==> config.mk <==
export PLATFORM = sky130hd
export DESIGN_NAME = pep_mmacc_boram_rd_ctrl
export DESIGN_NICKNAME = d
export VERILOG_FILES = /design/src/rtl/pep_mmacc_boram_rd_ctrl.sv
export SDC_FILE = /design/constraint.sdc
export NUM_CORES = 1
export LEC_CHECK = 0
export ABC_AREA = 1
export CORE_ASPECT_RATIO = 0.8
export CORE_MARGIN = 3
export CORE_UTILIZATION = 35
export CTS_CLUSTER_DIAMETER = 50
export CTS_CLUSTER_SIZE = 10
export DETAILED_ROUTE_END_ITERATION = 16
export DONT_BUFFER_PORTS = 1
export GPL_ROUTABILITY_DRIVEN = 1
export PLACE_DENSITY = 0.56
export SETUP_SLACK_MARGIN = 0.4
export SLEW_MARGIN = 20
export SYNTH_ARGS = -nofsm -noshare
export SYNTH_HDL_FRONTEND = slang
export SYNTH_SLANG_ARGS = --single-unit
==> constraint.sdc <==
create_clock -name clk -period 2.68 [get_ports clk]
set_clock_uncertainty 0.2 [all_clocks]
set_input_delay 0.402 -clock clk [delete_from_list [all_inputs] [get_ports clk]]
set_output_delay 0.402 -clock clk [all_outputs]
set_load 0.01 [all_outputs]
==> src/rtl/pep_mmacc_boram_rd_ctrl.sv <==
// rtl/pep_mmacc_boram_rd_ctrl.sv - mmacc body RAM read controller
// Issues per-pid parity-tracked reads and pairs in-order returned body coefficients with their requests.
module pep_mmacc_boram_rd_ctrl #(
  parameter int TOTAL_PBS_NB = 16,
  parameter int PID_W        = $clog2(TOTAL_PBS_NB),
  parameter int LWE_COEF_W   = 12,
  parameter int INFO_W       = 8,
  parameter int OUTSTD_DEPTH = 4
) (
  input  logic                                  clk,
  input  logic                                  s_rst,
  input  logic [PID_W-1:0]                      cmd_pid,
  input  logic [INFO_W-1:0]                     cmd_info,
  input  logic                                  cmd_vld,
  output logic                                  cmd_rdy,
  output logic [PID_W-1:0]                      boram_rd_pid,
  output logic                                  boram_rd_parity,
  output logic                                  boram_rd_vld,
  input  logic                                  boram_rd_rdy,
  input  logic [LWE_COEF_W-1:0]                 boram_sxt_data,
  input  logic                                  boram_sxt_data_vld,
  output logic                                  boram_sxt_data_rdy,
  output logic [PID_W-1:0]                      sxt_pid,
  output logic [INFO_W-1:0]                     sxt_info,
  output logic [LWE_COEF_W-1:0]                 sxt_body,
  output logic                                  sxt_vld,
  input  logic                                  sxt_rdy,
  output logic [$clog2(OUTSTD_DEPTH+1)-1:0]     outstd_cnt,
  output logic                                  err_unexp_data
);

  localparam int PTR_W = (OUTSTD_DEPTH > 1) ? $clog2(OUTSTD_DEPTH) : 1;
  localparam int CNT_W = $clog2(OUTSTD_DEPTH + 1);

  logic [TOTAL_PBS_NB-1:0] parity_a;
  logic [TOTAL_PBS_NB-1:0] pending_a;
  logic [PID_W-1:0]        fifo_pid  [OUTSTD_DEPTH];
  logic [INFO_W-1:0]       fifo_info [OUTSTD_DEPTH];
  logic [PTR_W-1:0]        wr_ptr;
  logic [PTR_W-1:0]        rd_ptr;
  logic [CNT_W-1:0]        cnt;

  logic fifo_full;
  logic fifo_empty;
  logic blocked;
  logic rd_hs;
  logic data_hs;
  logic pop;
  logic [PID_W-1:0] head_pid;

  // Full comes from the registered count, so a pop only frees a slot for issue on the next cycle.
  assign fifo_full  = (cnt == CNT_W'(OUTSTD_DEPTH));
  assign fifo_empty = (cnt == '0);
  assign head_pid   = fifo_pid[rd_ptr];

  assign blocked         = fifo_full | pending_a[cmd_pid];
  assign boram_rd_vld    = cmd_vld & ~blocked;
  assign cmd_rdy         = boram_rd_rdy & ~blocked;
  assign boram_rd_pid    = cmd_pid;
  assign boram_rd_parity = parity_a[cmd_pid];
  assign rd_hs           = cmd_vld & cmd_rdy;

  assign boram_sxt_data_rdy = ~sxt_vld | sxt_rdy;
  assign data_hs            = boram_sxt_data_vld & boram_sxt_data_rdy;
  assign pop                = data_hs & ~fifo_empty;

  assign outstd_cnt = cnt;

  always_ff @(posedge clk) begin
    if (rd_hs) begin
      fifo_pid[wr_ptr]  <= cmd_pid;
      fifo_info[wr_ptr] <= cmd_info;
    end
  end

  always_ff @(posedge clk) begin
    if (s_rst) begin
      parity_a       <= '0;
      pending_a      <= '0;
      wr_ptr         <= '0;
      rd_ptr         <= '0;
      cnt            <= '0;
      sxt_vld        <= 1'b0;
      sxt_pid        <= '0;
      sxt_info       <= '0;
      sxt_body       <= '0;
      err_unexp_data <= 1'b0;
    end else begin
      err_unexp_data <= data_hs & fifo_empty;

      if (rd_hs) begin
        wr_ptr            <= wr_ptr + 1'b1;
        parity_a[cmd_pid] <= ~parity_a[cmd_pid];
      end

      if (pop) begin
        rd_ptr   <= rd_ptr + 1'b1;
        sxt_pid  <= head_pid;
        sxt_info <= fifo_info[rd_ptr];
        sxt_body <= boram_sxt_data;
        sxt_vld  <= 1'b1;
      end else if (sxt_rdy) begin
        sxt_vld  <= 1'b0;
      end

      // Set is written last so it wins over a same-cycle clear of the same pid.
      if (pop)
        pending_a[head_pid] <= 1'b0;
      if (rd_hs)
        pending_a[cmd_pid] <= 1'b1;

      case ({rd_hs, pop})
        2'b10:   cnt <= cnt + 1'b1;
        2'b01:   cnt <= cnt - 1'b1;
        default: cnt <= cnt;
      endcase
    end
  end

endmodule

## Word-level counts from Yosys, hierarchy flattened

Memory sizes are Yosys's and may differ from the RTL's. A register that Yosys moved wholly into a read port is not among the register bits.
Cells that the tools add are included.

- $add $sub $neg: 4
- Reductions and logical operators: 5
- Eq/ne operators: 3
- Bitwise logic cells: 15
- $lt $le $gt $ge: 4
- Mux-type cells: 19

Operators by type and width:

| kind | number |
|---|---|
| $mux 16 | 3 |
| $and 16x16->16 | 1 |
| $bwmux 16 | 1 |
| $not 16->16 | 1 |
| $or 16x16->16 | 1 |
| $lt 4x5->1 const B | 2 |
| $bmux 1 s4 | 2 |
| $demux 1 s4 | 2 |
| $ge 4x1->1 const B | 2 |
| $mux 1 | 8 |
| $and 1x1->1 | 6 |
| $pmux 3 s2 | 1 |
| $add 2x1->2 const B | 2 |
| $mux 2 | 2 |
| $not 1->1 | 4 |
| $reduce_bool 2->1 | 2 |
| $add 3x1->3 const B | 1 |
| $eq 3x3->1 const B | 1 |
| $logic_not 3->1 | 1 |
| $sub 3x1->3 const B | 1 |
| $eq 2x1->1 const B | 1 |
| $eq 2x2->1 const B | 1 |
| $logic_and 1x1->1 | 2 |
| $or 1x1->1 | 2 |

- Bits in writable memories: 48
- Logic and storage cells: 61
- Register bits after elaboration: 57
- Input bits: 30
- Output and inout bits: 37
- Memories kept: 2

Memories:

| name | words | width | rd ports | clocked after memory_dff | write ports | RTL line | text |
|---|---|---|---|---|---|---|---|
| fifo_info | 4 | 8 | 1 | 1 | 1 | 38 | `logic [INFO_W-1:0] fifo_info [OUTSTD_DEPTH];` |
| fifo_pid | 4 | 4 | 1 | 1 | 1 | 37 | `logic [PID_W-1:0] fifo_pid [OUTSTD_DEPTH];` |

## Longest topological paths before layout

- Depth in word-level cells: 10
- Gate-level depth with buffers: 16
- Depth with buffers taken out: 16

## Worst setup path after synthesis

No wires, ideal clock.

- Kind: input to register
- Start point: input cmd_pid[0]
- End point: register cnt[1] (netlist: outstd_cnt[1])
- Slack: 188 ps
- Library setup time: 65 ps
- Buffers on the path: 1
- Stages on the path: 15
- Data arrival time: 2,227 ps
- Data required time: 2,415 ps
- Cell sequence: buf_6 -> nand2_1 -> nand2_1 -> nand2_1 -> nand2_1 -> nand2_1 -> nand2_4 -> nor3_4 -> nand2_1 -> ha_1 -> inv_1 -> fa_1 -> nor2_1 -> a21oi_1 -> nor2_1

- Cells in the longest elaborated chain, start to end: 8
- Elaborated cells on any way between the ends: 10
- Classes of those cells: 2 x eq/ne; 3 x mux; 4 x bitwise; 1 x reduce/logical

RTL lines:

| what | RTL line | text |
|---|---|---|
| start: declaration | 12 | `input logic [PID_W-1:0] cmd_pid,` |
| $bmux 1 s4 * | 56 | `assign blocked = fifo_full \| pending_a[cmd_pid];` |
| $mux 1 (implied by the code) * | 56 |  |
| $or 1x1->1 * | 56 |  |
| $not 1->1 * | 58 | `assign cmd_rdy = boram_rd_rdy & ~blocked;` |
| $and 1x1->1 * | 58 |  |
| $and 1x1->1 * | 61 | `assign rd_hs = cmd_vld & cmd_rdy;` |
| $eq 2x1->1 or $eq 2x2->1 (tied branches) | 112 | `case ({rd_hs, pop})` |
| $pmux 3 s2 or $reduce_bool 2->1 (tied branches) | n/a |  |
| end signal: assignment | 113 | `2'b10: cnt <= cnt + 1'b1;` |
| end signal: assignment | 114 | `2'b01: cnt <= cnt - 1'b1;` |
| end signal: assignment | 115 | `default: cnt <= cnt;` |
| end: declaration | 41 | `logic [CNT_W-1:0] cnt;` |

Every way passes the cells marked *; elsewhere a longest branch is shown, timed or not. The select of a mux whose other input is x is not followed.
A chain may end at the register's enable or synchronous reset.

## Worst setup path in the final report

- Start point: register pending_a[9]
- End point: register cnt[1] (netlist: outstd_cnt[1])

- Cells in the longest elaborated chain, start to end: 8
- Elaborated cells on any way between the ends: 10
- Classes of those cells: 2 x eq/ne; 3 x mux; 4 x bitwise; 1 x reduce/logical

RTL lines:

| what | RTL line | text |
|---|---|---|
| start: declaration | 36 | `logic [TOTAL_PBS_NB-1:0] pending_a;` |
| start signal: assignment | 79 | `pending_a <= '0;` |
| start signal: indexed assignment | 108 | `pending_a[head_pid] <= 1'b0;` |
| start signal: indexed assignment | 110 | `pending_a[cmd_pid] <= 1'b1;` |
| $bmux 1 s4 * | 56 |  |
| $mux 1 (implied by the code) * | 56 |  |
| $or 1x1->1 * | 56 |  |
| $not 1->1 * | 58 |  |
| $and 1x1->1 * | 58 |  |
| $and 1x1->1 * | 61 |  |
| $eq 2x1->1 or $eq 2x2->1 (tied branches) | 112 |  |
| $pmux 3 s2 or $reduce_bool 2->1 (tied branches) | n/a |  |

Marked as above.

==> flow_metrics.py <==
metrics = {
    "clock_tree": {
        "clock_latency_ns": 0.41,
        "cts_sinks": 115,
        "numCtsBuffers": 17,
        "cts.clk_slew.worst_paths_ns": 0.06,
        "root_buffer": "clkbuf_16",
        "cts_tree": "done",
        "htreeDepth": 4,
        "clk_path_buf_depth": 2,
    },
    "setup_path": {
        "required_ns": 2.83,
        "start_kind": "flop",
        "path_max_fanout": 3,
        "slowest_stage": "fa_2",
        "cp_common_cell": "nand2_1",
        "worstSetupPathType": "flop to flop",
        "r2r_start": "pending_a[9]$_SDFF_PP0_",
        "critPathCaptureType": "flop",
        "reg2regPathDepth": 14,
        "cpPeakStageDelay_ns": 0.41,
        "cp_data_arrival_time_ns": 2.36,
        "r2r_slack_ns": 0.47,
        "regToRegEndpoint": "outstd_cnt[1]$_SDFFE_PP0P_",
        "crit_chain": "nand2_1, nand2_1, nand2_1, nand2_2, nand2_2, nand3_4, nor3_4, nand2_4, ha_4, inv_4, fa_2, nor2_1, a21oi_1, nor2_1",
        "cp_num_buf_inv": 1,
        "cp_top_family": "simple AND/OR/NAND/NOR gates",
    },
    "logic_synthesis": {
        "synth-edff-count": 48,
        "synth_ff_type": "dfxtp_1",
        "synth-seq-cells": 115,
        "synthSimpleGateAreaFrac_pct": 26.4,
        "synth-compound-area-share_pct": 9.77,
        "syn-instance-count": 595,
        "synthMuxAreaShare_pct": 0,
        "synthXorXnorAreaFrac_pct": 0,
        "syn_nets": 631,
        "yosys_warnings": 0,
        "syn_area_per_cell_um2": 8.52,
        "async_flop_share_pct": 0,
        "syn-cell-area_um2": 5070,
        "synth_top_family_by_area": "simple AND/OR/NAND/NOR gates",
        "seq_area_frac_synth_pct": 54.9,
        "yosysUniqueCellTypes": 29,
        "synth-adder-area-share_pct": 1.63,
    },
    "grt": {
        "grt_max_degree": 27,
        "antenna_found_initial": 0,
        "grt.overflow.total": 0,
        "grt_pass1_vias": 3991,
        "track_usage_pct": 16.4,
        "grt_pass1_wl_um": 20500,
    },
    "sta": {
        "grt_setup_unrepaired": "true",
        "relSlewSlack_pct": 52.5,
        "hold_violations": 24,
        "tightest_slew_ns": 0.711,
        "min_period_ns": 2.21,
        "fin_hold_ws_ns": -0.148,
        "setup_slack_ns": 0.466,
        "fmax_ghz": 0.452,
        "tns_ns": 0,
        "drv_slew": 0,
        "setup_viol": 0,
        "period_share_pct": 82.6,
    },
    "die": {
        "num_rows": 38,
        "core-area_um2": 13900,
        "die_x_um": 141,
        "initial_core_util_pct": 36.5,
        "die_area_um2": 16000,
        "fp.dieH_um": 114,
        "io_pins": 67,
    },
    "route": {
        "drtAntennaViolNets": 0,
        "first_pass_iters": 5,
        "avgRoutedWirePerCell_um": 15.1,
        "num_vias": 4096,
        "viasPerCell": 4.96,
        "wirelength_um": 12500,
        "drt_iter0_markers": 453,
        "drc": 0,
    },
    "final_layout": {
        "final_cell_mix": "nor2_1, nand2_1, dfxtp_1",
        "fin_nets": 668,
        "area_growth_pct": 21.8,
        "final_cells": 825,
        "final_area_um2": 6180,
        "drive_gt1_share_pct": 14.7,
        "fillCellCount": 1311,
        "seq_area_um2": 2790,
        "utilization_pct": 44.5,
        "antenna_cells": 0,
        "mostFrequentLayoutCell": "nor2_1",
        "multi_input_area_um2": 1990,
    },
    "pwr": {
        "vdd_ir_drop_max_mv": 0.450,
        "p_leak_nw": 2.53,
        "p_per_area_nw_per_um2": 851,
        "totalPowerFinal_mw": 5.26,
    },
    "placed_design": {
        "io_buffers": 0,
        "post-place-cells": 763,
        "dp_slack_ns": 0.166,
        "gp_congestion": 0.832,
        "dpl.hpwl_um": 8450,
        "place_area_um2": 5240,
    },
    "flow_run": {
        "cap_viol_max_count": 0,
    },
    "status": {
        "status": "finished with violations",
        "violations": "negative hold slack",
    },
    "min_path": {
        "hold_class": "input pin to flop",
        "whs_path_depth": 1,
        "hold_end": "pending_a[11]$_SDFF_PP0_",
        "hold_start": "s_rst",
    },
}
## worst max-delay path by stage
stage | startpoint | end | slack [ns] | cells past startpoint
final | pending_a[9]$_SDFF_PP0_ | outstd_cnt[1]$_SDFFE_PP0P_ | 0.47 | 14
after floorplan | cmd_pid[0] | fifo_info[0][0]$_DFFE_PP_ | 0.25 | 10
after CTS | pending_a[5]$_SDFF_PP0_ | outstd_cnt[2]$_SDFFE_PP0P_ | 0.36 | 15
after detailed placement | cmd_pid[0] | outstd_cnt[2]$_SDFFE_PP0P_ | 0.17 | 16
after global placement | cmd_pid[0] | outstd_cnt[2]$_SDFFE_PP0P_ | 0.27 | 16
after global routing | pending_a[0]$_SDFF_PP0_ | outstd_cnt[1]$_SDFFE_PP0P_ | 0.34 | 14
## registers in the layout, indices dropped and copies added (netlist names), named ones only
| name | count |
|---|---|
| err_unexp_data | 1 |
| fifo_pid | 16 |
| sxt_body | 12 |
| parity_a | 16 |
| pending_a | 16 |
| sxt_pid | 4 |
| sxt_vld | 1 |
| outstd_cnt | 3 |
| sxt_info | 8 |
| rd_ptr | 2 |
| wr_ptr | 2 |
| fifo_info | 32 |
## layout make-up
cell class,count,share of cell area (%)
clock inverters,12,2.19
flip-flops and latches,115,45.1
well taps,180,3.65
repair buffers,46,6.76
multi-input cells,404,32.2
inverters,48,3.04
clock buffers,20,7.07
## cell families after synthesis
family | after synthesis
DFF | 115
AOI/OAI and AO/OA | 97
and+or+nand+nor | 301
adders and majority gates | 6
buffers and inverters | 76
## where the power goes
part | total (mW) | switching (mW) | leakage (nW) | internal (mW)
Combinational | 0.899 | 0.593 | 1.28 | 0.306
Clock | 2.17 | 0.805 | 0.267 | 1.37
Sequential | 2.19 | 0.178 | 0.982 | 2.01
Total | 5.26 | 1.58 | 2.53 | 3.68
## Yosys cell counts (3+ instances only)
library cell	instances	area (um^2)
a21oi_1	32	160
nand4_2	8	100
o21ai_0	57	285
nand2_1	118	443
inv_1	45	169
clkbuf_1	14	52.6
a31oi_1	8	50.1
buf_6	4	45.0
ha_1	5	62.6
dfxtp_1	67	1340
nand3_1	14	70.1
nor2_1	141	529
buf_4	4	30.0
nand4_1	7	43.8
nand2_2	5	31.3
edfxtp_1	48	1440
buf_2	3	15.0
## worst reg2reg max path: stages, from the launching register on
cell and delay [ns]:
dfxtp_1 0.31, nand2_1 0.06, nand2_1 0.05, nand2_1 0.07
nand2_2 0.06, nand2_2 0.07, nand3_4 0.08, nor3_4 0.26
nand2_4 0.10, ha_4 0.17, inv_4 0.06, fa_2 0.41
nor2_1 0.11, a21oi_1 0.05, nor2_1 0.09
## metal layers
layer | vias up | track usage [%] | share of wire, %
met5 | - | 0 | 0
met4 | 0 | 6.97 | 1.8
met3 | 17 | 4.86 | 8.1
met1 | 1924 | 21.7 | 45
li1 | 2019 | - | -
met2 | 136 | 25.2 | 45
## repair_timing
item / 4_1_cts / 5_1_grt
buffers inserted: 0 / 4
endpoints found under the hold margin: 86 / 28
pin swaps: 1 / 17
gates resized for setup: 4 / 22
setup endpoints to repair: 3 / 9
hold buffers: 27 / 1
No activity file was read; power rests on OpenSTA's default activity.
